--- src/rtl/perf_pkg.sv ---
// Shared definitions for the performance-counter bank: register field
// positions, the per-counter control layout and the address map.
package perf_pkg;

  // Per-counter control register fields
  localparam int EVT_SEL_LSB = 0;
  localparam int EVT_SEL_MSB = 7;
  localparam int EN_BIT      = 8;
  localparam int SAT_BIT     = 9;
  localparam int IE_BIT      = 10;

  // Global control register fields
  localparam int GEN_BIT  = 0;
  localparam int FRZ_BIT  = 1;
  localparam int SNAP_BIT = 2;

  // Control register image, MSB first so it lines up with the bit positions above
  typedef struct packed {
    logic       ovf_ie;
    logic       sat;
    logic       en;
    logic [7:0] evt_sel;
  } ctrl_t;

  // Address map, all word addresses, as functions of the counter count
  function automatic int cnt_addr(input int num_cnt, input int idx);
    return idx + 0 * num_cnt;
  endfunction

  function automatic int ctrl_addr(input int num_cnt, input int idx);
    return num_cnt + idx;
  endfunction

  function automatic int glb_addr(input int num_cnt);
    return 2 * num_cnt;
  endfunction

  function automatic int ovf_addr(input int num_cnt);
    return 2 * num_cnt + 1;
  endfunction

  // 2*num_cnt+2 is reserved and reads as zero; shadows start right after it
  function automatic int shadow_addr(input int num_cnt, input int idx);
    return 2 * num_cnt + 3 + idx;
  endfunction

endpackage

--- src/rtl/perf_counter_bank_if.sv ---
// Register port of the performance-counter bank.
//
// Handshake: reg_we/reg_re are single-cycle strobes qualified by reg_addr.
// A write takes effect at the clock edge that samples reg_we. A read issued
// in cycle t returns rd_valid=1 with rd_data in cycle t+1; there is no
// backpressure, so a read may be issued every cycle. Outside a read response
// rd_valid is 0 and rd_data keeps its last value.
interface perf_counter_bank_if #(
  parameter int ADDR_W = 5
);
  logic              reg_we;
  logic              reg_re;
  logic [ADDR_W-1:0] reg_addr;
  logic [31:0]       reg_wdata;
  logic              rd_valid;
  logic [31:0]       rd_data;

  modport master (
    output reg_we, reg_re, reg_addr, reg_wdata,
    input  rd_valid, rd_data
  );

  modport slave (
    input  reg_we, reg_re, reg_addr, reg_wdata,
    output rd_valid, rd_data
  );
endinterface

--- src/rtl/perf_counter_slice.sv ---
// One programmable counter: live count, shadow copy, control register,
// and the increment / overflow behaviour (wrap or saturate).
module perf_counter_slice
  import perf_pkg::*;
#(
  parameter int CNT_W = 32
) (
  input  logic             clk,
  input  logic             reset,
  input  logic             evt_hit_i,    // selected event fired and global gating allows counting
  input  logic             cnt_we_i,     // preset the count
  input  logic [CNT_W-1:0] cnt_wdata_i,
  input  logic             ctrl_we_i,    // write the control register
  input  ctrl_t            ctrl_wdata_i,
  input  logic             snap_i,       // copy count into shadow
  input  logic             ovf_clr_i,    // write-1-to-clear of the overflow flag
  output logic [CNT_W-1:0] count_o,
  output logic [CNT_W-1:0] shadow_o,
  output ctrl_t            ctrl_o,
  output logic             ovf_o
);

  logic [CNT_W-1:0] count_q, count_d;
  logic [CNT_W-1:0] shadow_q, shadow_d;
  ctrl_t            ctrl_q, ctrl_d;
  logic             ovf_q, ovf_d;
  logic             inc;
  logic             at_max;

  // Next-state: a preset beats an increment; a new overflow beats a clear
  always_comb begin
    inc      = evt_hit_i & ctrl_q.en;
    at_max   = &count_q;
    count_d  = count_q;
    ovf_d    = ovf_q;
    shadow_d = shadow_q;
    ctrl_d   = ctrl_q;

    if (cnt_we_i) begin
      count_d = cnt_wdata_i;
    end else if (inc) begin
      if (at_max) begin
        count_d = ctrl_q.sat ? count_q : '0;
      end else begin
        count_d = count_q + CNT_W'(1);
      end
    end

    if (ovf_clr_i) begin
      ovf_d = 1'b0;
    end
    if (inc && at_max && !cnt_we_i) begin
      ovf_d = 1'b1;
    end

    // Shadow captures the value present before this edge's increment
    if (snap_i) begin
      shadow_d = count_q;
    end

    if (ctrl_we_i) begin
      ctrl_d = ctrl_wdata_i;
    end
  end

  // Counter state registers
  always_ff @(posedge clk or posedge reset) begin
    if (reset) begin
      count_q  <= '0;
      shadow_q <= '0;
      ctrl_q   <= '0;
      ovf_q    <= 1'b0;
    end else begin
      count_q  <= count_d;
      shadow_q <= shadow_d;
      ctrl_q   <= ctrl_d;
      ovf_q    <= ovf_d;
    end
  end

  assign count_o  = count_q;
  assign shadow_o = shadow_q;
  assign ctrl_o   = ctrl_q;
  assign ovf_o    = ovf_q;

endmodule

--- src/rtl/perf_counter_bank.sv ---
// Bank of NUM_CNT programmable event counters with a one-cycle-latency
// register port, global enable/freeze, snapshot and overflow interrupt.
module perf_counter_bank
  import perf_pkg::*;
#(
  parameter int NUM_CNT = 8,
  parameter int NUM_EVT = 16,
  parameter int CNT_W   = 32,
  parameter int ADDR_W  = $clog2(2 * NUM_CNT + 3)
) (
  input  logic               clk,
  input  logic               reset,
  input  logic [NUM_EVT-1:0] evt,
  input  logic               halt,
  output logic               irq,
  perf_counter_bank_if.slave bus
);

  localparam int GLB_A = glb_addr(NUM_CNT);
  localparam int OVF_A = ovf_addr(NUM_CNT);

  int                 addr_idx;
  logic               gen_q, gen_d;
  logic               frz_q, frz_d;
  logic               rd_valid_q, rd_valid_d;
  logic [31:0]        rd_data_q, rd_data_d;
  logic [31:0]        rd_mux;
  logic               glb_we;
  logic               snap;
  logic               cnt_gate;
  ctrl_t              wr_ctrl;
  logic [NUM_CNT-1:0] cnt_we;
  logic [NUM_CNT-1:0] ctrl_we;
  logic [NUM_CNT-1:0] ovf_clr;
  logic [NUM_CNT-1:0] evt_hit;
  logic [NUM_CNT-1:0] ovf_vec;
  logic [NUM_CNT-1:0] ie_vec;
  logic [CNT_W-1:0]   cnt_val    [NUM_CNT];
  logic [CNT_W-1:0]   shadow_val [NUM_CNT];
  ctrl_t              ctrl_val   [NUM_CNT];

  assign addr_idx = int'(bus.reg_addr);
  assign cnt_gate = gen_q & ~(frz_q & halt);

  // Write-data view of a control register
  always_comb begin
    wr_ctrl         = '0;
    wr_ctrl.evt_sel = bus.reg_wdata[EVT_SEL_MSB:EVT_SEL_LSB];
    wr_ctrl.en      = bus.reg_wdata[EN_BIT];
    wr_ctrl.sat     = bus.reg_wdata[SAT_BIT];
    wr_ctrl.ovf_ie  = bus.reg_wdata[IE_BIT];
  end

  // Address decode into per-slice and global write strobes
  always_comb begin
    glb_we  = bus.reg_we && (addr_idx == GLB_A);
    snap    = glb_we && bus.reg_wdata[SNAP_BIT];
    cnt_we  = '0;
    ctrl_we = '0;
    ovf_clr = '0;
    for (int i = 0; i < NUM_CNT; i++) begin
      cnt_we[i]  = bus.reg_we && (addr_idx == cnt_addr(NUM_CNT, i));
      ctrl_we[i] = bus.reg_we && (addr_idx == ctrl_addr(NUM_CNT, i));
      ovf_clr[i] = bus.reg_we && (addr_idx == OVF_A) && bus.reg_wdata[i];
    end
  end

  // Event selection; selectors beyond NUM_EVT match nothing and never count
  always_comb begin
    evt_hit = '0;
    for (int i = 0; i < NUM_CNT; i++) begin
      for (int k = 0; k < NUM_EVT; k++) begin
        if ((ctrl_val[i].evt_sel == 8'(k)) && evt[k]) begin
          evt_hit[i] = cnt_gate;
        end
      end
    end
  end

  genvar g;
  generate
    for (g = 0; g < NUM_CNT; g++) begin : g_slice
      perf_counter_slice #(
        .CNT_W (CNT_W)
      ) u_slice (
        .clk          (clk),
        .reset        (reset),
        .evt_hit_i    (evt_hit[g]),
        .cnt_we_i     (cnt_we[g]),
        .cnt_wdata_i  (bus.reg_wdata[CNT_W-1:0]),
        .ctrl_we_i    (ctrl_we[g]),
        .ctrl_wdata_i (wr_ctrl),
        .snap_i       (snap),
        .ovf_clr_i    (ovf_clr[g]),
        .count_o      (cnt_val[g]),
        .shadow_o     (shadow_val[g]),
        .ctrl_o       (ctrl_val[g]),
        .ovf_o        (ovf_vec[g])
      );
      assign ie_vec[g] = ctrl_val[g].ovf_ie;
    end
  endgenerate

  // Read mux over the current register values, so a same-cycle write is not seen
  always_comb begin
    rd_mux = '0;
    for (int i = 0; i < NUM_CNT; i++) begin
      if (addr_idx == cnt_addr(NUM_CNT, i)) begin
        rd_mux = 32'(cnt_val[i]);
      end
      if (addr_idx == ctrl_addr(NUM_CNT, i)) begin
        rd_mux = 32'(ctrl_val[i]);
      end
      // Only matches when the shadow address fits in ADDR_W
      if (addr_idx == shadow_addr(NUM_CNT, i)) begin
        rd_mux = 32'(shadow_val[i]);
      end
    end
    if (addr_idx == GLB_A) begin
      rd_mux = '0;
      rd_mux[GEN_BIT] = gen_q;
      rd_mux[FRZ_BIT] = frz_q;
    end
    if (addr_idx == OVF_A) begin
      rd_mux = 32'(ovf_vec);
    end
  end

  // Next-state for global control and the read response
  always_comb begin
    gen_d      = gen_q;
    frz_d      = frz_q;
    rd_valid_d = bus.reg_re;
    rd_data_d  = rd_data_q;
    if (glb_we) begin
      gen_d = bus.reg_wdata[GEN_BIT];
      frz_d = bus.reg_wdata[FRZ_BIT];
    end
    if (bus.reg_re) begin
      rd_data_d = rd_mux;
    end
  end

  // Global control and read response registers
  always_ff @(posedge clk or posedge reset) begin
    if (reset) begin
      gen_q      <= 1'b1;
      frz_q      <= 1'b1;
      rd_valid_q <= 1'b0;
      rd_data_q  <= '0;
    end else begin
      gen_q      <= gen_d;
      frz_q      <= frz_d;
      rd_valid_q <= rd_valid_d;
      rd_data_q  <= rd_data_d;
    end
  end

  assign bus.rd_valid = rd_valid_q;
  assign bus.rd_data  = rd_data_q;
  assign irq          = |(ovf_vec & ie_vec);

endmodule

--- src/flat_wrapper.sv ---
// flat-port wrapper written by rule: the top's interface ports become plain ports
module perf_counter_bank_flat import perf_pkg::*;
#(
  parameter int NUM_CNT = 8,
  parameter int NUM_EVT = 16,
  parameter int CNT_W   = 32,
  parameter int ADDR_W  = $clog2(2 * NUM_CNT + 3)
)
  (clk, reset, evt, halt, irq, bus_reg_we, bus_reg_re, bus_reg_addr, bus_reg_wdata, bus_rd_valid, bus_rd_data);
  perf_counter_bank_if #(.ADDR_W(ADDR_W)) bus_i ();
  input  logic clk;
  input  logic reset;
  input  logic [NUM_EVT-1:0] evt;
  input  logic halt;
  output logic irq;
  input wire logic [$bits(bus_i.reg_we)-1:0] bus_reg_we;
  input wire logic [$bits(bus_i.reg_re)-1:0] bus_reg_re;
  input wire logic [$bits(bus_i.reg_addr)-1:0] bus_reg_addr;
  input wire logic [$bits(bus_i.reg_wdata)-1:0] bus_reg_wdata;
  output wire logic [$bits(bus_i.rd_valid)-1:0] bus_rd_valid;
  output wire logic [$bits(bus_i.rd_data)-1:0] bus_rd_data;
  assign bus_i.reg_we = bus_reg_we;
  assign bus_i.reg_re = bus_reg_re;
  assign bus_i.reg_addr = bus_reg_addr;
  assign bus_i.reg_wdata = bus_reg_wdata;
  assign bus_rd_valid = bus_i.rd_valid;
  assign bus_rd_data = bus_i.rd_data;
  perf_counter_bank #(.NUM_CNT(NUM_CNT), .NUM_EVT(NUM_EVT), .CNT_W(CNT_W), .ADDR_W(ADDR_W)) u_core (.clk(clk), .reset(reset), .evt(evt), .halt(halt), .irq(irq), .bus(bus_i));
endmodule
--- config.mk ---
export PLATFORM = sky130hd
export DESIGN_NAME = perf_counter_bank_flat
export DESIGN_NICKNAME = d
export VERILOG_FILES = /design/src/rtl/perf_pkg.sv /design/src/rtl/perf_counter_bank_if.sv /design/src/rtl/perf_counter_slice.sv /design/src/rtl/perf_counter_bank.sv /design/src/flat_wrapper.sv
export SDC_FILE = /design/constraint.sdc
export NUM_CORES = 2
export LEC_CHECK = 0
export BUFFER_PORTS_ARGS = -buffer_cell sky130_fd_sc_hd__clkbuf_2
export CORE_MARGIN = 1
export CORE_UTILIZATION = 35
export DETAILED_ROUTE_END_ITERATION = 6
export HOLD_SLACK_MARGIN = 0.02
export PLACE_DENSITY_LB_ADDON = 0.05
export SLEW_MARGIN = 40
export SYNTH_ARGS = -nofsm -noshare
export SYNTH_HDL_FRONTEND = slang
export SYNTH_SLANG_ARGS = --single-unit
--- constraint.sdc ---
create_clock -name clk -period 26.6 [get_ports clk]
set_input_delay 0 -clock clk [delete_from_list [all_inputs] [get_ports clk]]
set_output_delay 0 -clock clk [all_outputs]
set_load 0.02 [all_outputs]
==> out/metrics.csv <==
stage,metric,value,unit
final_layout,multi-input logic area,19600,sq um
floorplan,Die Ht,328,um
timing,relative slew slack,33.7,%
timing,post-route clock period utilization,14.3,%
final_layout,Non-Filler Instances,5347,
logic_synthesis,register area share after synthesis,43.3,%
worst_setup_path,CP required,27.20,ns
timing,final worst path period need,3.81,ns
logic_synthesis,Synth Instances,3938,
final_layout,layout cells sized above 1,18.5,%
final_layout,final instance area,41800,sq um
logic_synthesis,count of cell types in the netlist,107,
worst_setup_path,Worst Path Max Fanout,24,
worst_setup_path,"slowest stage delay, CP",0.92,ns
logic_synthesis,Syn. warnings,0,
outcome,status,finished clean,
global_routing,vias in the first global route,31700,
job,maxcap violations,0,
timing,RSZ-0062 raised after global routing,no,
timing,"Slew Viols, Final",0,
cts,CTS tree,done,
timing,TNS Setup,0,ns
floorplan,die width,328,um
floorplan,FP Rows,119,
detailed_routing,final WL,175000,um
detailed_routing,Iter 0 DRT Violations,4188,
global_routing,GRT Total Usage,32.2,%
cts,hold_buf cts,16,
min_path,HP Class,primary input to flop,
timing,worst slew pin tran,0.987,ns
pwr,Pleak,17.2,nW
final_layout,fill count,10600,
worst_setup_path,critical path's slowest cell,o21ai_4,
cts,Worst-Skew Late Latency,0.67,ns
pwr,Worst VDD drop,44.5,uV
floorplan,I/O Pins,92,
final_layout,fin nets,3955,
placement,port bufs,91,
worst_setup_path,Setup crit end kind,flop,
timing,Final setup viols,0,
cts,clk root buf,clkbuf_16,
placement,GP Congestion,0.930,
placement,placed cell count,5180,
cts,worst-case clock buffer depth,3,
final_layout,flip-flop and latch area,16100,sq um
placement,DPL Wire Length,123000,um
detailed_routing,Final ANT Viol Nets,0,
placement,cell area after placement,38800,sq um
logic_synthesis,syn avg cell area,9.43,sq um
logic_synthesis,largest area contributor in the netlist,dfrtp_1,
detailed_routing,DRC viols,0,
floorplan,initial core utilization,35.3,%
floorplan,Die ar.,107000,sq um
final_layout,synthesis-to-finish area growth,12.5,%
worst_setup_path,R2R Setup Slk,22.79,ns
detailed_routing,Via density,6.36,
timing,setup ws final,22.79,ns
cts,Sink Count,643,
floorplan,core area,105000,sq um
worst_setup_path,Startpoint Class,flop,
worst_setup_path,crit-path cells,ha_1 > nand4_1 > nor3_1 > nand4bb_1 > o21ai_4 > o21ai_0 > o311ai_0 > o21a_1,
logic_synthesis,mapped cell area,37100,sq um
worst_setup_path,Worst Setup Path Type,flop to flop,
detailed_routing,mean routed wirelength per cell,32.7,um
detailed_routing,Vias,34000,
global_routing,GR Overflow Total,0,
logic_synthesis,#FFs+latches synth,643,
global_routing,largest net degree at the start of global routing,138,
cts,htree depth,3,
detailed_routing,Pre-antenna DRT Iters,6,
pwr,Pwr Total,3.03,mW
cts,post-cts sizing count,0,
logic_synthesis,number of synthesized flops with an enable pin,0,
logic_synthesis,Synth Net Count,4004,
cts,Worst-path clk slew,0.06,ns
global_routing,initial antenna violation count,18,
timing,maximum clock rate,0.263,GHz
logic_synthesis,top post-synthesis cells by area,"dfrtp_1 (43%), mux2_2 (9.8%), o21ai_0 (4.4%), nand2_1 (4.2%), a21oi_1 (2.6%)",
timing,"Hold Violations, Final",0,
cts,setup repair bufs after CTS,0,
logic_synthesis,asr flop ratio synth,100,%
logic_synthesis,post-synth top area share,43.2,%
cts,CTS Buf Count,81,
placement,Post-Place Setup Slack,22.90,ns
logic_synthesis,"Top FF cell, synth",dfrtp_1,
global_routing,first-pass GRT wire length,249000,um
pwr,pwr dens,72.6,nW/um^2
worst_setup_path,WP data arrival,4.40,ns
timing,Worst Skew,0.0284,ns
==> stage by stage <==
stage / utilization, % / hold slack (ns)
floorplan: - / 0.0314
global placement: 36.7 / 0.125
detailed placement: 36.8 / 0.127
CTS: 39.6 / 0.0212
global route: 39.7 / 0.0495
finish: 39.7 / 0.0385
==> cells by family after synthesis <==
kind of cell    share of synthesized area, %
fa+ha+maj                              0.270
compound gates                          20.2
flops                                   43.3
mux                                     12.0
simple gates                            18.8
buf+inv                                 4.39
xor+xnor                               0.920
==> worst max-delay path: cells and delay by family (launching register included) <==
kind,cells,cell delay [ns]
AND/OR/NAND/NOR,3,1.44
AO/OA/AOI/OAI,4,1.43
flip-flops,1,0.56
adder cells (fa/ha/maj),1,0.30
==> final timing paths <==
| path | from | to | depth (start not counted) |
|---|---|---|---|
| setup / recovery | u_core.g_slice[5].u_slice.count_o[1]$_DFFE_PP0P_ | u_core.g_slice[5].u_slice.count_o[29]$_DFFE_PP0P_ | 8 |
| hold reg to reg | u_core.g_slice[3].u_slice.shadow_o[13]$_DFFE_PP0P_ | u_core.g_slice[3].u_slice.shadow_o[13]$_DFFE_PP0P_ | 2 |
| max in group asynchronous | reset | u_core.g_slice[6].u_slice.count_o[19]$_DFFE_PP0P_ | 6 |
| setup reg to reg | u_core.g_slice[5].u_slice.count_o[1]$_DFFE_PP0P_ | u_core.g_slice[5].u_slice.count_o[29]$_DFFE_PP0P_ | 8 |
| min in group asynchronous | reset | u_core.g_slice[0].u_slice.count_o[3]$_DFFE_PP0P_ | 4 |
| hold / removal | bus_reg_wdata[30] | u_core.g_slice[0].u_slice.count_o[30]$_DFFE_PP0P_ | 3 |
==> cell usage in the layout (no fill, tap or decap), types with 24 or more instances in the layout <==
| cell | n |
|---|---|
| nor2b_1 | 45 |
| a221oi_1 | 53 |
| clkbuf_2 | 79 |
| clkbuf_1 | 28 |
| mux2i_1 | 36 |
| nand4_1 | 64 |
| a22o_1 | 25 |
| inv_1 | 55 |
| and2_1 | 27 |
| nor3b_1 | 34 |
| o311ai_0 | 28 |
| a21oi_1 | 191 |
| clkbuf_16 | 85 |
| o22ai_1 | 26 |
| and3_1 | 80 |
| buf_4 | 69 |
| o21ai_0 | 324 |
| and4_1 | 24 |
| nor2_1 | 213 |
| nand3_1 | 166 |
| dfrtp_1 | 641 |
| nor4_1 | 53 |
| o211ai_1 | 25 |
| a21o_1 | 25 |
| mux2_2 | 322 |
| a31oi_1 | 43 |
| nand2_1 | 409 |
| a22oi_1 | 124 |
| nor3_1 | 86 |
| a221o_1 | 60 |
==> metal layers <==
layer	track usage [%]	part of all wire, %	routed length [um]
met1	45.4	44	77400
met4	15.8	5.3	9310
met5	0	0.013	23
met3	4.92	7.0	12200
met2	47.9	43	76000
==> cells in the mapped netlist, types with 11 or more instances <==
| master | number |
|---|---|
| o22ai_1 | 26 |
| inv_1 | 56 |
| or3_1 | 21 |
| a221o_1 | 60 |
| o31ai_1 | 13 |
| and4_1 | 24 |
| nor3_1 | 96 |
| mux4_2 | 17 |
| a32oi_1 | 11 |
| xnor2_1 | 18 |
| o21ai_0 | 325 |
| o211ai_1 | 25 |
| o21ai_1 | 12 |
| xor2_1 | 21 |
| mux2_2 | 322 |
| and3_1 | 81 |
| a211oi_1 | 17 |
| nand2_1 | 412 |
| o311ai_1 | 11 |
| a21oi_1 | 193 |
| a31oi_1 | 45 |
| mux2i_1 | 36 |
| nor3b_1 | 36 |
| dfrtp_1 | 641 |
| or4_1 | 16 |
| a22oi_1 | 124 |
| o221ai_1 | 12 |
| nand4_1 | 64 |
| or2_2 | 15 |
| nor2_1 | 227 |
| nor4_1 | 54 |
| a22o_1 | 25 |
| nand2b_1 | 15 |
| nand3_1 | 167 |
| a21o_1 | 25 |
| nor2b_1 | 45 |
| buf_1 | 36 |
| o21a_1 | 20 |
| a221oi_1 | 53 |
| clkbuf_1 | 186 |
| o311ai_0 | 28 |
| and2_1 | 28 |
| buf_2 | 74 |
==> area by class of cell <==
class                      instances  share of cell area [%]
antenna                            2                  0.0120
clock inverter                    21                   0.874
inverter                          56                   0.521
timing repair buffer             186                    3.15
tap                             1391                    4.16
clock buffer                     127                    5.80
multi-input combinational       2921                    47.0
sequential                       643                    38.5
==> flip-flops by register name (all words and copies together) (netlist names) <==
name,count
u_core.bus.rd_valid,1
u_core.g_slice.u_slice.ovf_o,8
u_core.gen_q,1
u_core.bus.rd_data,32
u_core.g_slice.u_slice.count_o,256
u_core.g_slice.u_slice.shadow_o,256
u_core.frz_q,1
u_core.g_slice.u_slice.ctrl_o,88
==> power by group <==
part	internal, mW	switching (mW)	total, mW
clock	0.721	0.466	1.19
sequential	1.12	0.259	1.38
combinational	0.196	0.268	0.464
(Power assumes the default switching activity.)
